### src/rtl/uart_pkg.sv
// Shared definitions for the UART transmitter: register map, STATUS/CTRL bit
// positions and the frame FSM states. UART_TX_PARITY_EN adds the PARITY state.
package uart_pkg;

    localparam logic [1:0] ADDR_DATA   = 2'd0;
    localparam logic [1:0] ADDR_STATUS = 2'd1;
    localparam logic [1:0] ADDR_CTRL   = 2'd2;
    localparam logic [1:0] ADDR_DIV    = 2'd3;

    localparam int ST_BUSY      = 0;
    localparam int ST_FULL      = 1;
    localparam int ST_EMPTY     = 2;
    localparam int ST_OVF       = 3;
    localparam int ST_COUNT_LSB = 4;

    localparam int CTRL_INT_EN = 0;
    localparam int CTRL_TX_EN  = 1;

    typedef enum logic [2:0] {
        S_IDLE   = 3'd0,
        S_START  = 3'd1,
        S_DATA   = 3'd2,
        S_STOP   = 3'd3
`ifdef UART_TX_PARITY_EN
        ,
        S_PARITY = 3'd4
`endif
    } txState_t;

endpackage

### src/rtl/sync_fifo.sv
// Synchronous FIFO with show-ahead read data; a push into a full FIFO is
// accepted only when a pop happens in the same cycle.
module sync_fifo #(
    parameter int WIDTH = 8,
    parameter int DEPTH = 8
) (
    input  logic                     clk,
    input  logic                     rst_n,
    input  logic                     push,
    input  logic [WIDTH-1:0]         wdata,
    input  logic                     pop,
    output logic [WIDTH-1:0]         rdata,
    output logic                     full,
    output logic                     empty,
    output logic [$clog2(DEPTH):0]   count
);
    localparam int PW = $clog2(DEPTH);
    localparam int CW = PW + 1;

    logic [WIDTH-1:0] mem [DEPTH];
    logic [PW-1:0]    wrPtr;
    logic [PW-1:0]    rdPtr;
    logic             doPush;
    logic             doPop;

    assign full   = (count == CW'(DEPTH));
    assign empty  = (count == '0);
    assign doPop  = pop & ~empty;
    assign doPush = push & (~full | doPop);
    assign rdata  = mem[rdPtr];

    // Power-of-two depth lets the pointers wrap by plain overflow.
    always_ff @(posedge clk) begin
        if (!rst_n) begin
            wrPtr <= '0;
            rdPtr <= '0;
            count <= '0;
        end else begin
            if (doPush) wrPtr <= wrPtr + PW'(1);
            if (doPop)  rdPtr <= rdPtr + PW'(1);
            case ({doPush, doPop})
                2'b10:   count <= count + CW'(1);
                2'b01:   count <= count - CW'(1);
                default: count <= count;
            endcase
        end
    end

    always_ff @(posedge clk) begin
        if (doPush) mem[wrPtr] <= wdata;
    end

endmodule

### src/rtl/uart_tx_dev.sv
// Memory-mapped UART transmitter with TX FIFO, programmable divisor and level
// interrupt. Define UART_TX_PARITY_EN for an even-parity bit (11-bit frame).
module uart_tx_dev
    import uart_pkg::*;
#(
    parameter int DIVISOR    = 434,
    parameter int FIFO_DEPTH = 8
) (
    input  logic        clk,
    input  logic        rst_n,
    input  logic [31:0] D,
    input  logic [1:0]  A,
    input  logic [3:0]  be,
    input  logic        we,
    output logic [31:0] Dout,
    output logic        tx,
    output logic        INT,
    output logic [2:0]  dbgState
);
    localparam int CW = $clog2(FIFO_DEPTH) + 1;

    txState_t        state, stateNext;
    logic [CW-1:0]   fifoCount;
    logic [7:0]      fifoData;
    logic            fifoFull, fifoEmpty, fifoPop, dataWr, regWr;
    logic [15:0]     div, bitDiv, bitCnt;
    logic [2:0]      bitIdx;
    logic [7:0]      shifter;
    logic            txEn, intEn, ovf, busy, bitEnd;
    logic [4:0]      cntWide;
    logic [3:0]      cntField;

    assign regWr    = we & be[0];
    assign dataWr   = regWr & (A == ADDR_DATA);
    assign busy     = (state != S_IDLE);
    assign dbgState = state;

    sync_fifo #(.WIDTH(8), .DEPTH(FIFO_DEPTH)) uFifo (
        .clk   (clk),
        .rst_n (rst_n),
        .push  (dataWr),
        .wdata (D[7:0]),
        .pop   (fifoPop),
        .rdata (fifoData),
        .full  (fifoFull),
        .empty (fifoEmpty),
        .count (fifoCount)
    );

    always_ff @(posedge clk) begin
        if (!rst_n) begin
            div   <= 16'(DIVISOR);
            txEn  <= 1'b1;
            intEn <= 1'b0;
            ovf   <= 1'b0;
            INT   <= 1'b0;
        end else begin
            INT <= intEn & fifoEmpty & ~busy;
            if (dataWr && fifoFull && !fifoPop)
                ovf <= 1'b1;
            else if (regWr && A == ADDR_STATUS)
                ovf <= 1'b0;
            if (regWr && A == ADDR_CTRL) begin
                txEn  <= D[CTRL_TX_EN];
                intEn <= D[CTRL_INT_EN];
            end
            if (regWr && A == ADDR_DIV)
                div <= (D[15:0] < 16'd2) ? 16'd2 : D[15:0];
        end
    end

    // Count field is 4 bits wide; a 16-deep FIFO holding 16 reads as 15.
    always_comb begin
        cntWide  = 5'(fifoCount);
        cntField = cntWide[4] ? 4'hF : cntWide[3:0];
        Dout     = '0;
        case (A)
            ADDR_STATUS: begin
                Dout[ST_BUSY]             = busy;
                Dout[ST_FULL]             = fifoFull;
                Dout[ST_EMPTY]            = fifoEmpty;
                Dout[ST_OVF]              = ovf;
                Dout[ST_COUNT_LSB +: 4]   = cntField;
            end
            ADDR_CTRL: begin
                Dout[CTRL_TX_EN]  = txEn;
                Dout[CTRL_INT_EN] = intEn;
            end
            ADDR_DIV: Dout[15:0] = div;
            default:  Dout = '0;
        endcase
    end

    // bitDiv is latched at each bit start so a DIV write only affects the next bit.
    always_ff @(posedge clk) begin
        if (!rst_n) begin
            state   <= S_IDLE;
            bitCnt  <= '0;
            bitDiv  <= 16'(DIVISOR);
            bitIdx  <= '0;
            shifter <= '0;
        end else begin
            state <= stateNext;
            if (fifoPop) begin
                shifter <= fifoData;
                bitCnt  <= '0;
                bitDiv  <= div;
                bitIdx  <= '0;
            end else if (busy) begin
                if (bitEnd) begin
                    bitCnt <= '0;
                    bitDiv <= div;
                    if (state == S_DATA) bitIdx <= bitIdx + 3'd1;
                end else begin
                    bitCnt <= bitCnt + 16'd1;
                end
            end
        end
    end

    always_comb begin
        stateNext = state;
        fifoPop   = 1'b0;
        tx        = 1'b1;
        bitEnd    = (bitCnt == bitDiv - 16'd1);
        case (state)
            S_IDLE: begin
                if (txEn && !fifoEmpty) begin
                    fifoPop   = 1'b1;
                    stateNext = S_START;
                end
            end
            S_START: begin
                tx = 1'b0;
                if (bitEnd) stateNext = S_DATA;
            end
            S_DATA: begin
                tx = shifter[bitIdx];
                if (bitEnd && bitIdx == 3'd7)
`ifdef UART_TX_PARITY_EN
                    stateNext = S_PARITY;
`else
                    stateNext = S_STOP;
`endif
            end
`ifdef UART_TX_PARITY_EN
            S_PARITY: begin
                tx = ^shifter;
                if (bitEnd) stateNext = S_STOP;
            end
`endif
            S_STOP: begin
                if (bitEnd) stateNext = S_IDLE;
            end
            default: stateNext = S_IDLE;
        endcase
    end

endmodule
### config.mk
export PLATFORM = sky130hd
export DESIGN_NAME = uart_tx_dev
export DESIGN_NICKNAME = d
export VERILOG_FILES = /design/src/rtl/uart_pkg.sv /design/src/rtl/sync_fifo.sv /design/src/rtl/uart_tx_dev.sv
export SDC_FILE = /design/constraint.sdc
export NUM_CORES = 1
export LEC_CHECK = 0
export BUFFER_PORTS_ARGS = -buffer_cell sky130_fd_sc_hd__buf_2
export CAP_MARGIN = 25
export CORE_ASPECT_RATIO = 0.5
export CORE_UTILIZATION = 30
export DETAILED_ROUTE_END_ITERATION = 12
export PLACE_DENSITY = 0.52
export SYNTH_ARGS = -nofsm -noshare
export SYNTH_HDL_FRONTEND = slang
export SYNTH_HIERARCHICAL = 1
export SYNTH_SLANG_ARGS = --single-unit
### constraint.sdc
create_clock -name clk -period 4.76 [get_ports clk]
set_input_delay 0.476 -clock clk [delete_from_list [all_inputs] [get_ports clk]]
set_output_delay 0.476 -clock clk [all_outputs]
set_load 0.05 [all_outputs]
# Yosys cells after proc, flatten, opt, wreduce, memory -nomap -nowiden
# Memories as Yosys holds them, arrays and structs flattened. A register that Yosys moved wholly into a read port is not among the register bits.
# Index checks and enable logic that the tools add are counted.
op_classes:
  n_addsub: 7
  magnitude_cmp: 2
  eq_ne: 15
  n_mux: 23
  n_bitwise: 11
  n_reduce_logical: 22
op_table:
  columns: ["op", "n"]
  rows:
  - ["$mux W16", 5]
  - ["$add A16 B1 Y16 const B", 1]
  - ["$eq A16 B16 Y1", 1]
  - ["$lt A16 B2 Y1 const B", 1]
  - ["$sub A16 B1 Y16 const B", 1]
  - ["$mux W3", 4]
  - ["$pmux W3 S4", 1]
  - ["$pmux W6 S2", 1]
  - ["$add A3 B1 Y3 const B", 3]
  - ["$mux W8", 1]
  - ["$pmux W4 S2", 1]
  - ["$reduce_bool A2 Y1", 4]
  - ["$logic_and A1 B1 Y1", 7]
  - ["$mux W1", 7]
  - ["$and A1 B1 Y1", 6]
  - ["$eq A2 B2 Y1 const B", 3]
  - ["$eq A3 B2 Y1 const B", 2]
  - ["$ne A2 B2 Y1 const B", 3]
  - ["$pmux W2 S3", 1]
  - ["$add A4 B1 Y4 const B", 1]
  - ["$eq A2 B1 Y1 const B", 2]
  - ["$eq A4 B4 Y1 const B", 1]
  - ["$logic_not A4 Y1", 1]
  - ["$lt A3 B4 Y1 const B", 1]
  - ["16 further kinds", 21]
word_totals:
  register_bits: 68
  ram_bits: 64
  out_inout_bits: 37
  wordCells: 93
  memories: 1
mem_list:
  columns: ["name", "words", "width", "rd", "rd_ports_with_merged_regs", "wr", "line", "rtl"]
  rows:
  - ["uFifo.mem", 8, 8, 1, 1, 1, "sync_fifo.sv:20", "logic [WIDTH-1:0] mem [DEPTH];"]

# Depth between registers and ports, before layout
depth:
  ltp_word: 10
  mapped_depth: 17

# By module
# The synthesis kept the hierarchy.
by_module_without_submodules:
  columns: ["mod", "instances", "cells_per_inst", "area_each_um2"]
  rows:
  - ["uart_tx_dev", 1, 457, 3704.8]
  - ["sync_fifo", 1, 181, 3206.8]

# Worst setup path after synthesis
# OpenSTA, ideal clock, no wires.
synth_path:
  path_kind: "register to register"
  from: "register state[0] (netlist: dbgState[0])"
  to: "memory uFifo.mem[0][0] (enable)"
  setup_time_ns: 0.383
  t_arrival_ns: 3.297
  t_required_ns: 4.377
  setup_slack_ns: 1.079
  path_stages_with_launch: 13
  synth_period_minus_slack_ns: 3.681
  path_cell_list: "dfxtp_1 > inv_1 > ha_1 > inv_1 > or2_2 > clkbuf_1 > inv_1 > clkbuf_1 > buf_2 > nand2b_1 > o21ai_2 > or2_2 > nor3_1"
synth_via:
  elab_chain_len: 7
synth_rtl:
  columns: ["element", "line", "rtl"]
  rows:
  - ["start: declaration", "uart_tx_dev.sv:22", "txState_t state, stateNext;"]
  - ["start signal: assignment", "uart_tx_dev.sv:103", "state <= stateNext;"]
  - ["$logic_not A3 Y1", "uart_tx_dev.sv:126", "case (state)"]
  - ["$mux W1", "uart_tx_dev.sv:126", null]
  - ["named net fifoPop", "uart_tx_dev.sv:25", "logic fifoFull, fifoEmpty, fifoPop, dataWr, regWr;"]
  - ["$and A1 B1 Y1", "sync_fifo.sv:28", "assign doPop = pop & ~empty;"]
  - ["$or A1 B1 Y1", "sync_fifo.sv:29", "assign doPush = push & (~full | doPop);"]
  - ["$and A1 B1 Y1", "sync_fifo.sv:29", null]
  - ["$mux W1", "sync_fifo.sv:50", "if (doPush) mem[wrPtr] <= wdata;"]
  - ["$mux W1 (not written as such)", "sync_fifo.sv:50", null]
  - ["end: declaration", "sync_fifo.sv:20", null]
# The timed path passes the listed nets, and every way through them passes these cells.

# Final worst setup path
layout_path:
  from: "register uFifo.count[0]"
  to: "memory uFifo.mem[6][4] (enable)"
layout_via:
  elab_chain_len: 10
  elab_cells_between_ends: 13
  classes_between: "eq/ne: 1; mux: 4; bitwise: 5; reduce/logical: 3"
layout_rtl:
  columns: ["element", "line", "rtl"]
  rows:
  - ["start: declaration", "sync_fifo.sv:15", "output logic [$clog2(DEPTH):0] count"]
  - ["start signal: assignment", "sync_fifo.sv:42", "2'b10: count <= count + CW'(1);"]
  - ["start signal: assignment", "sync_fifo.sv:43", "2'b01: count <= count - CW'(1);"]
  - ["start signal: assignment", "sync_fifo.sv:44", "default: count <= count;"]
  - ["$logic_not A4 Y1 (*)", "sync_fifo.sv:27", "assign empty = (count == '0);"]
  - ["named net fifoEmpty", "uart_tx_dev.sv:25", null]
  - ["$logic_not A1 Y1", "uart_tx_dev.sv:128", "if (txEn && !fifoEmpty) begin"]
  - ["$logic_and A1 B1 Y1", "uart_tx_dev.sv:128", null]
  - ["$mux W1", "uart_tx_dev.sv:128", null]
  - ["$mux W1", "uart_tx_dev.sv:126", null]
  - ["$and A1 B1 Y1 (*)", "sync_fifo.sv:28", null]
  - ["$or A1 B1 Y1 (*)", "sync_fifo.sv:29", null]
  - ["$and A1 B1 Y1 (*)", "sync_fifo.sv:29", null]
  - ["$mux W1 (*)", "sync_fifo.sv:50", null]
  - ["$mux W1 (not written as such) (*)", "sync_fifo.sv:50", null]
# Mark *: on every way through the listed nets, which the timed path passes. The rest lies on a longest branch.

==> flow_summary.json <==
{
  "yosysWarnings": 6,
  "antenna_found_initial": 0,
  "synth_cells": 638,
  "crit_required_ps": 4810,
  "gr-usage-met3_pct": 3.04,
  "diodes": 0,
  "grt_pass1_wl_mm": 24.1,
  "power_frac_comb_pct": 22.7,
  "critPathLaunchType": "flop",
  "setup_viol": 0,
  "cts_tree": "built",
  "drt-initial-drc-count": 211,
  "cp-end-kind": "flop",
  "synth.top_cells.by_area": "edfxtp_1 28%, dfxtp_1 23%, nand2_1 4.2%",
  "status": "complete, no violations",
  "power_density_mw_per_mm2": 441,
  "dp_hpwl_mm": 10.4,
  "hold_path_class": "primary input to flop",
  "syn_area_mm2": 0.00691,
  "synthArstFlopShare_pct": 0,
  "vdd_drop_max_mv": 0.185,
  "post-place-cells": 947,
  "post_cts.repair.setup_buffers": 0,
  "tightestPinTransition_ps": 931,
  "ff2ff_path_depth": 9,
  "chipWidth_um": 217,
  "hold_depth": 3,
  "grt.busiest_layer": "met2",
  "synth-edff-count": 64,
  "clock_path_buffers": 2,
  "period_share_pct": 74.3,
  "whs_ps": 314,
  "grtUsageMet1_pct": 17.1,
  "synth.largest_area_cell": "edfxtp_1",
  "use_met2_pct": 22.2,
  "vias": 4704,
  "routed_via_density": 4.80,
  "power.leakage_nw": 2.91,
  "ys.flop_type": "dfxtp_1",
  "swShare_pct": 33.1,
  "cts_hold_buf": 0,
  "drt_wl_total_mm": 15.0,
  "reg2reg_from": "uFifo/count[0]",
  "first_pass_iters": 4,
  "critPathKind": "flop to flop",
  "rr_endpoint": "uFifo/mem[6][4]",
  "pwr-share-clk_pct": 35.1,
  "grt_overflow": 0,
  "port_buffers": 41,
  "rsz0062_at_grt": "no",
  "clockRootBuffer": "clkbuf_16",
  "maxSlewHeadroom_pct": 38.0,
  "core_mm2": 0.0221,
  "seq_power_share_pct": 42.2,
  "maxCapViolCount": 0,
  "p_sw_mw": 1.15,
  "grt_usage_pct": 13.4,
  "initial_core_util_pct": 31.3,
  "dieArea_mm2": 0.0237,
  "post_synth_num_cell_types": 64,
  "hold_violations": 0,
  "nNetsFinal": 721,
  "arrival_ps": 3590,
  "syn2layout_area_growth_pct": 13.5,
  "tns_ps": 0,
  "p_int_mw": 2.31,
  "clk_transition_reported_paths_ps": 60,
  "crit_fanout": 16,
  "max_freq_mhz": 283,
  "drc_errors": 0,
  "drive_gt1_share_pct": 16.5,
  "layout_common_cells": "78 x dfxtp_1, 78 x nand2_1, 64 x edfxtp_1, 46 x nor2_1, 41 x buf_2",
  "grt_pass1_vias": 4594,
  "ctsResizeCount": 0,
  "ys_seq_area_share_pct": 50.4,
  "synth_top_area_share_pct": 27.8,
  "cts_max_level": 4,
  "r2r_setup_slack_ps": 1220,
  "cts_buffers": 17,
  "avgSynthCellArea_um2": 10.8,
  "ant_nets": 0,
  "slew_violations": 0,
  "clock_sinks": 142,
  "ys_ff_latch": 142,
  "min_to": "div[12]",
  "grt_max_degree": 43,
  "ios": 78,
  "fin_skew_ps": 14.0,
  "rows": 38,
  "hold_start": "D[12]",
  "insertion_delay_ps": 430,
  "period_needed_ps": 3540,
  "gp_congestion": 0.818,
  "wl_per_cell_um": 15.3,
  "fin_cells": 980,
  "die_h_um": 109
}
## per-stage QoR
step           worst slack, ps  utilization (%)  power, mW  instance area [um^2]
2_1_floorplan             1080                -       2.10                  6970
3_3_place_gp              1230             33.0       2.26                  7290
3_5_place_dp              1190             33.0       2.27                  7290
4_1_cts                   1180             35.4       3.50                  7830
5_1_grt                   1000             35.5       3.65                  7840
6_report                  1220             35.5       3.46                  7840
## worst max-delay path by stage
stage / startpoint / endpoint / slack (ps) / depth (start not counted)
after floorplan: dbgState[0] / uFifo/mem[0][0] / 1080 / 12
after global placement: uFifo/count[0] / uFifo/mem[2][3] / 1230 / 9
after detailed placement: uFifo/count[0] / uFifo/mem[6][3] / 1190 / 9
after CTS: uFifo/count[0] / uFifo/mem[6][2] / 1180 / 9
after global routing: uFifo/count[0] / uFifo/mem[6][4] / 1000 / 9
final: uFifo/count[0] / uFifo/mem[6][4] / 1220 / 9
## worst max-delay path, cell delays in order, from the launching register on
cell and delay (ps):
dfxtp_1 450, or3_1 320, nor2_1 140, nand2b_1 200, or2_2 440, inv_1 260
nand2b_1 280, o21ai_2 100, or2_2 330, nor2_1 630
## cells in the mapped netlist, drive strengths merged, types with 2 or more instances
cell / count
a211oi: 3
nand2b: 7
o21a: 6
xnor2: 21
a22oi: 3
mux2i: 23
ha: 12
clkbuf: 24
inv: 21
buf: 32
xor2: 18
or3: 5
a21oi: 27
and2: 2
and3: 15
o211ai: 19
dfxtp: 78
nor3: 16
o21ai: 10
nor4: 8
nor2b: 12
nand4: 11
a31oi: 4
or4: 3
mux4: 18
and4: 2
a22o: 2
or2: 4
mux2: 9
edfxtp: 64
a221oi: 2
nor4b: 2
a21o: 2
nor2: 46
nand2: 78
nand3: 15
## state kept, by name, indices dropped and copies added, names as in the netlist, named ones only
name,cells
uFifo/wrPtr,3
dbgState,2
uFifo/rdPtr,3
bitDiv,16
INT,1
txEn,1
intEn,1
uFifo/mem,64
bitIdx,3
shifter,8
ovf,1
div,16
bitCnt,16
uFifo/count,4
## routing by layer
layer	vias up	part of all wire, %	wire length (um)
met2	76	48	7260
met5	-	0	0
met1	2293	48	7130
met4	0	0.91	136
met3	12	3.2	474
li1	2323	-	-
## cell type report
class,count,area (um^2)
multi-input combinational,434,3080
clock buffer,19,443
clock inverter,13,93.8
fill,2200,14300
inverter,22,82.6
timing repair buffer,50,280
sequential,142,3480
tap,300,375
## kinds of logic (layout without fill, tap and decap cells)
group | Yosys count | in the layout | share of synthesized area, %
AND/OR/NAND/NOR | 229 | 229 | 16.3
other | 1 | 17 | 0.0543
adder cells (fa/ha/maj) | 13 | 13 | 2.46
buffers and inverters | 78 | 104 | 5.85
flip-flops | 142 | 142 | 50.4
AO/OA/AOI/OAI | 86 | 86 | 8.76
XOR/XNOR | 39 | 39 | 4.94
multiplexers | 50 | 50 | 11.2
## power groups by stage
| stage | clock network [mW] | registers, mW | logic [mW] |
|---|---|---|---|
| after floorplan | 0 | 1.45 | 0.655 |
| after global placement | 0 | 1.48 | 0.774 |
| after detailed placement | 0 | 1.49 | 0.785 |
| after CTS | 1.25 | 1.46 | 0.788 |
| after global routing | 1.30 | 1.47 | 0.875 |
| final | 1.21 | 1.46 | 0.786 |
Note: power is estimated with default switching activity, not from simulation.
